File: src/rtl/reg_port_sequencer.sv
// Client-side sequencer for a 32x32 register file with a shared read/write port A.
// Arbitrates writeback against operand fetch, absorbs the read latency and bypasses in-flight writes.
module reg_port_sequencer #(
   parameter int WB_BURST = 4
) (
   input  logic        clk,
   input  logic        rst,
   input  logic        rd_req_valid,
   output logic        rd_req_ready,
   input  logic [4:0]  rs1,
   input  logic [4:0]  rs2,
   output logic        op_valid,
   input  logic        op_ready,
   output logic [31:0] op_a,
   output logic [31:0] op_b,
   input  logic        wb_valid,
   output logic        wb_ready,
   input  logic [4:0]  wb_addr,
   input  logic [31:0] wb_data,
   output logic [4:0]  rf_address_a,
   output logic [4:0]  rf_address_b,
   output logic [31:0] rf_in_a,
   output logic        rf_wren_a,
   input  logic [31:0] rf_out_a,
   input  logic [31:0] rf_out_b
);

   localparam int CW = $clog2(WB_BURST + 1);

   typedef enum logic [1:0] {IDLE, CAPTURE, HOLD} state_t;

   state_t        state, state_nxt;
   logic [CW-1:0] burst_cnt;
   logic [4:0]    rs1_q, rs2_q;
   logic          rd_fire, wb_fire, op_done, bypass_a, bypass_b;

   // NOTE: every output of this block is given a default first, so no path can infer a latch.
   always_comb begin
      state_nxt    = state;
      rd_req_ready = 1'b0;
      rf_address_a = '0;
      rf_address_b = '0;
      rf_in_a      = '0;
      rf_wren_a    = 1'b0;

      case (state)
         IDLE: begin
            rd_req_ready = !wb_valid || (burst_cnt == CW'(WB_BURST));
            if (rd_req_valid && rd_req_ready) state_nxt = CAPTURE;
         end
         CAPTURE: state_nxt = HOLD;
         HOLD:    if (op_valid && op_ready) state_nxt = IDLE;
         default: state_nxt = IDLE;
      endcase

      rd_fire  = rd_req_valid && rd_req_ready;
      wb_ready = !rd_fire;
      wb_fire  = wb_valid && wb_ready;
      op_done  = (state == HOLD) && op_valid && op_ready;

      // Port A carries the read address on issue, otherwise the writeback; x0 writes are dropped here.
      if (rd_fire) begin
         rf_address_a = rs1;
         rf_address_b = rs2;
      end else if (wb_fire) begin
         rf_address_a = wb_addr;
         rf_in_a      = wb_data;
         rf_wren_a    = (wb_addr != 5'd0);
      end

      bypass_a = wb_fire && (rs1_q != 5'd0) && (wb_addr == rs1_q);
      bypass_b = wb_fire && (rs2_q != 5'd0) && (wb_addr == rs2_q);
   end

   // NOTE: sequential state uses non-blocking assignments so every register samples pre-edge values.
   always_ff @(posedge clk) begin
      if (rst) begin
         state     <= IDLE;
         op_valid  <= 1'b0;
         op_a      <= '0;
         op_b      <= '0;
         burst_cnt <= '0;
         rs1_q     <= '0;
         rs2_q     <= '0;
      end else begin
         state <= state_nxt;

         // Counts writeback grants that starve a waiting read; saturates at the issue threshold.
         if (rd_fire || !rd_req_valid)
            burst_cnt <= '0;
         else if ((state == IDLE) && wb_fire && (burst_cnt != CW'(WB_BURST)))
            burst_cnt <= burst_cnt + 1'b1;

         if (rd_fire) begin
            rs1_q <= rs1;
            rs2_q <= rs2;
         end

         case (state)
            CAPTURE: begin
               op_a     <= (rs1_q == 5'd0) ? '0 : (bypass_a ? wb_data : rf_out_a);
               op_b     <= (rs2_q == 5'd0) ? '0 : (bypass_b ? wb_data : rf_out_b);
               op_valid <= 1'b1;
            end
            HOLD: begin
               if (op_done) begin
                  op_valid <= 1'b0;
               end else begin
                  if (bypass_a) op_a <= wb_data;
                  if (bypass_b) op_b <= wb_data;
               end
            end
            default: ;
         endcase
      end
   end

endmodule
File: config.mk
export PLATFORM = sky130hd
export DESIGN_NAME = reg_port_sequencer
export DESIGN_NICKNAME = d
export VERILOG_FILES = /design/src/rtl/reg_port_sequencer.sv
export SDC_FILE = /design/constraint.sdc
export NUM_CORES = 1
export LEC_CHECK = 0
export ABC_AREA = 1
export CAP_MARGIN = 20
export CORE_MARGIN = 5
export CORE_UTILIZATION = 45
export CTS_BUF_LIST = sky130_fd_sc_hd__clkbuf_8
export CTS_CLUSTER_DIAMETER = 60
export CTS_CLUSTER_SIZE = 10
export DETAILED_ROUTE_END_ITERATION = 10
export PLACE_DENSITY = 0.83
export SYNTH_ARGS = -nofsm -noshare
export SYNTH_HDL_FRONTEND = slang
export SYNTH_SLANG_ARGS = --single-unit
File: constraint.sdc
create_clock -name clk -period 2.35 [get_ports clk]
set_input_delay 0.705 -clock clk [delete_from_list [all_inputs] [get_ports clk]]
set_output_delay 0.705 -clock clk [all_outputs]
set_load 0.02 [all_outputs]
==> metrics <==
Setup crit start kind register; Placed Cells 1487; post-detailed-route count of antenna-violating nets 0; Crit. End Element output port; Rel. slew slack 65.8%; Fmax achieved 394 MHz; failing checks setup timing; required time worst endpoint 1.64 ns; clk buf depth 2; PwrDens 1090 nW/um^2; # rows 41; number of synthesized register bits 80; largest net degree at the start of global routing 67; Synth Net Count 1163; Fillers slightly below 1000; WP buf/inv 5; post-synth top area cell dfxtp_1; final wirelength 23000 microns; vias in the first global route 7398; routed vias/inst 5.06; first-pass GRT wire length 36000 microns; DR iter-0 viols around 740; Slew Viols, Final 0; Worst Path Arrival 1.83 ns; Slew @ Worst Pin 0.513 ns; Tmin final 2.54 ns; CTS tree built; Post-Place Cell Area 9060 sq um; Max H-tree Level 3; full die area 15000 sq um; Final Cell Area around 9600 sq um; crit-path leading delay family buffers and inverters; GRT Util Overall 30.1%; I/O pin count roughly 230; most used routing layer met2; via count 7657; drt drc 0; power after layout approximately 0.010 W; max_cap viols 0; final hold vios 0; placed wire-length estimate 16000 microns; DR pass1 iterations 8; Final #Nets 1457; top cells by area, synth dfxtp_1 28%, nor2_1 20%, nand2_1 19%, nand3_1 12%, inv_1 8.1%; setup violators final 39; Core Area 12500 sq um; total global routing overflow 0; worst hold slack around 0.48 ns; synth unique cells 26; clock root buffer clkbuf_8; cells along the critical path inv_2 -> ha_4 -> nand2_4 -> nand2_4 -> nand3_4 -> inv_4 -> nor2_4 -> inv_8 -> buf_16 -> o21ai_4 -> buf_6; Crit path top cell by count nand2_4; layout cells sized above 1 19.6%; Slowest-stage cell, CP dfxtp_2; Syn Area/Cell 5.45 sq um; grt met2 use 52.4%; met3 Use GR under 10%; critical-path maximum fanout 6; Synth Cell Area around 5700 sq um; Cell Count, Final, Fillers Out ~1500; Routed wire per std cell 15.2 microns; area of the multi-input gates 3630 sq um; FF+latch area between 1500 and 2000 sq um; antenna violations before repair 1; unrepaired setup endpoints after global routing yes; Period Utilization, post-route 108%; Max stage delay on crit path 0.35 ns; VDD IR-drop max 0.000652 V; CTS Hold Bufs 0; HP Class register to register; met1 Use GR between 30% and 40%; Initial Util between 40% and 50%; clk_lat worst skew between 0.3 and 0.4 ns; sequential fraction of the synthesis area 28.2%; outcome finished with violations; Die Y around 120 microns; # clock sinks 80; area share of the largest cell type after synthesis 28.2%; Synth Instances 1041; Synth warnings 0; Crit Path Category register to output port; area growth from synthesis to final layout 70.0%; port bufs 225; clock slew at reported path FFs 0.08 ns; RePlAce Congestion 0.940; setup ws final -0.188 ns; die width between 100 and 150 microns; cts bufs inserted 9; Worst Clk Skew 0.00929 ns; Lkg Pwr between 4 and 5 nW
[layout make-up]
cell class	instances	share of cell area [%]
Timing Repair Buffer	345	36.1
Clock buffer	11	1.57
Multi-Input combinational cell	772	37.6
Antenna cell	1	0.0259
Tap cell	172	2.23
Sequential cell	80	16.6
Clock inverter	4	0.713
Inverter	127	5.05
[kinds of logic after synthesis]
family | count (synthesis) | synth area share (%)
simple gates | 736 | 53.0
buf+inv | 189 | 14.4
flops | 80 | 28.2
compound gates | 25 | 2.29
fa+ha+maj | 6 | 1.32
xor+xnor | 5 | 0.772
[placed cells by master, fill, tap and decap left out, drive strengths merged]
cell           count
a211oi             1
a21oi             16
buf              164
bufinv             2
clkbuf            12
clkdlybuf4s15      1
clkdlybuf4s50    175
clkinv             1
dfxtp             80
diode              1
dlygate4sd2        1
dlymetal6s2s       3
ha                 6
inv              128
nand2            293
nand3            135
nand3b             1
nand4              2
nor2             303
nor3               1
nor4               1
o211ai             1
o21ai              7
xnor2              2
xor2               3
[state kept, by name (all words and copies together) (netlist names)]
signal     count
burst_cnt      3
op_a          32
op_b          32
op_valid       1
rs1_q          5
rs2_q          5
state          2
[path summary, 6_finish.rpt]
| path | startpoint | to | slack [ns] | depth (start not counted) |
|---|---|---|---|---|
| worst max-delay path | burst_cnt[0] | rf_address_a[2] | -0.19 | 11 |
| worst min register to register | rs2_q[4] | rs2_q[4] | 0.48 | 2 |
| worst min-delay path | rs2_q[4] | rs2_q[4] | 0.48 | 2 |
| worst max register to register | burst_cnt[0] | op_b[0] | 0.07 | 16 |
[through the flow]
step / setup WS, ns / setup TNS [ns] / util [%]
floorplan: 0.00260 / 0 / -
global placement: -0.882 / -75.21 / 72.7
detailed placement: -0.974 / -80.02 / 72.7
CTS: -0.347 / -10.19 / 76.4
global route: -0.245 / -9.70 / 77.4
finish: -0.188 / -4.93 / 77.4
[worst reg2reg max path, delay by kind of cell (launching register included)]
family | cells | cell delay, ns
and+or+nand+nor | 9 | 0.87
adders and majority gates | 1 | 0.15
DFF | 1 | 0.35
buffers and inverters | 6 | 0.79
[timing repair]
action | 4_1_cts | 5_1_grt
setup endpoints to repair | 109 | 109
cloned | 3 | 1
resized for setup | 293 | 42
pin swaps | 6 | 8
buffers inserted | 5 | 2
[report_power, final]
group          leakage (nW)  internal [W]  switching (W)  total, W
clock network         0.117      0.000646       0.000535   0.00118
logic                  3.69       0.00312        0.00426   0.00738
registers             0.659       0.00175       0.000187   0.00194
total                  4.47       0.00551        0.00498    0.0105
[cell usage after synthesis, drive strengths merged]
cell      n
o21ai     7
nor2    303
nor3      1
a211oi    1
nand2   293
ha        6
dfxtp    80
nand4     2
nand3   135
o211ai    1
nor4      1
inv     127
xnor2     2
xor2      3
a21oi    16
clkbuf   13
nand3b    1
buf      49
[per-layer routing]
metal,vias up,share of wire (%)
li1,3726,-
met1,3485,38
met2,385,49
met3,61,10
met4,0,3.1
met5,-,0
No activity file was read; power rests on OpenSTA's default activity.
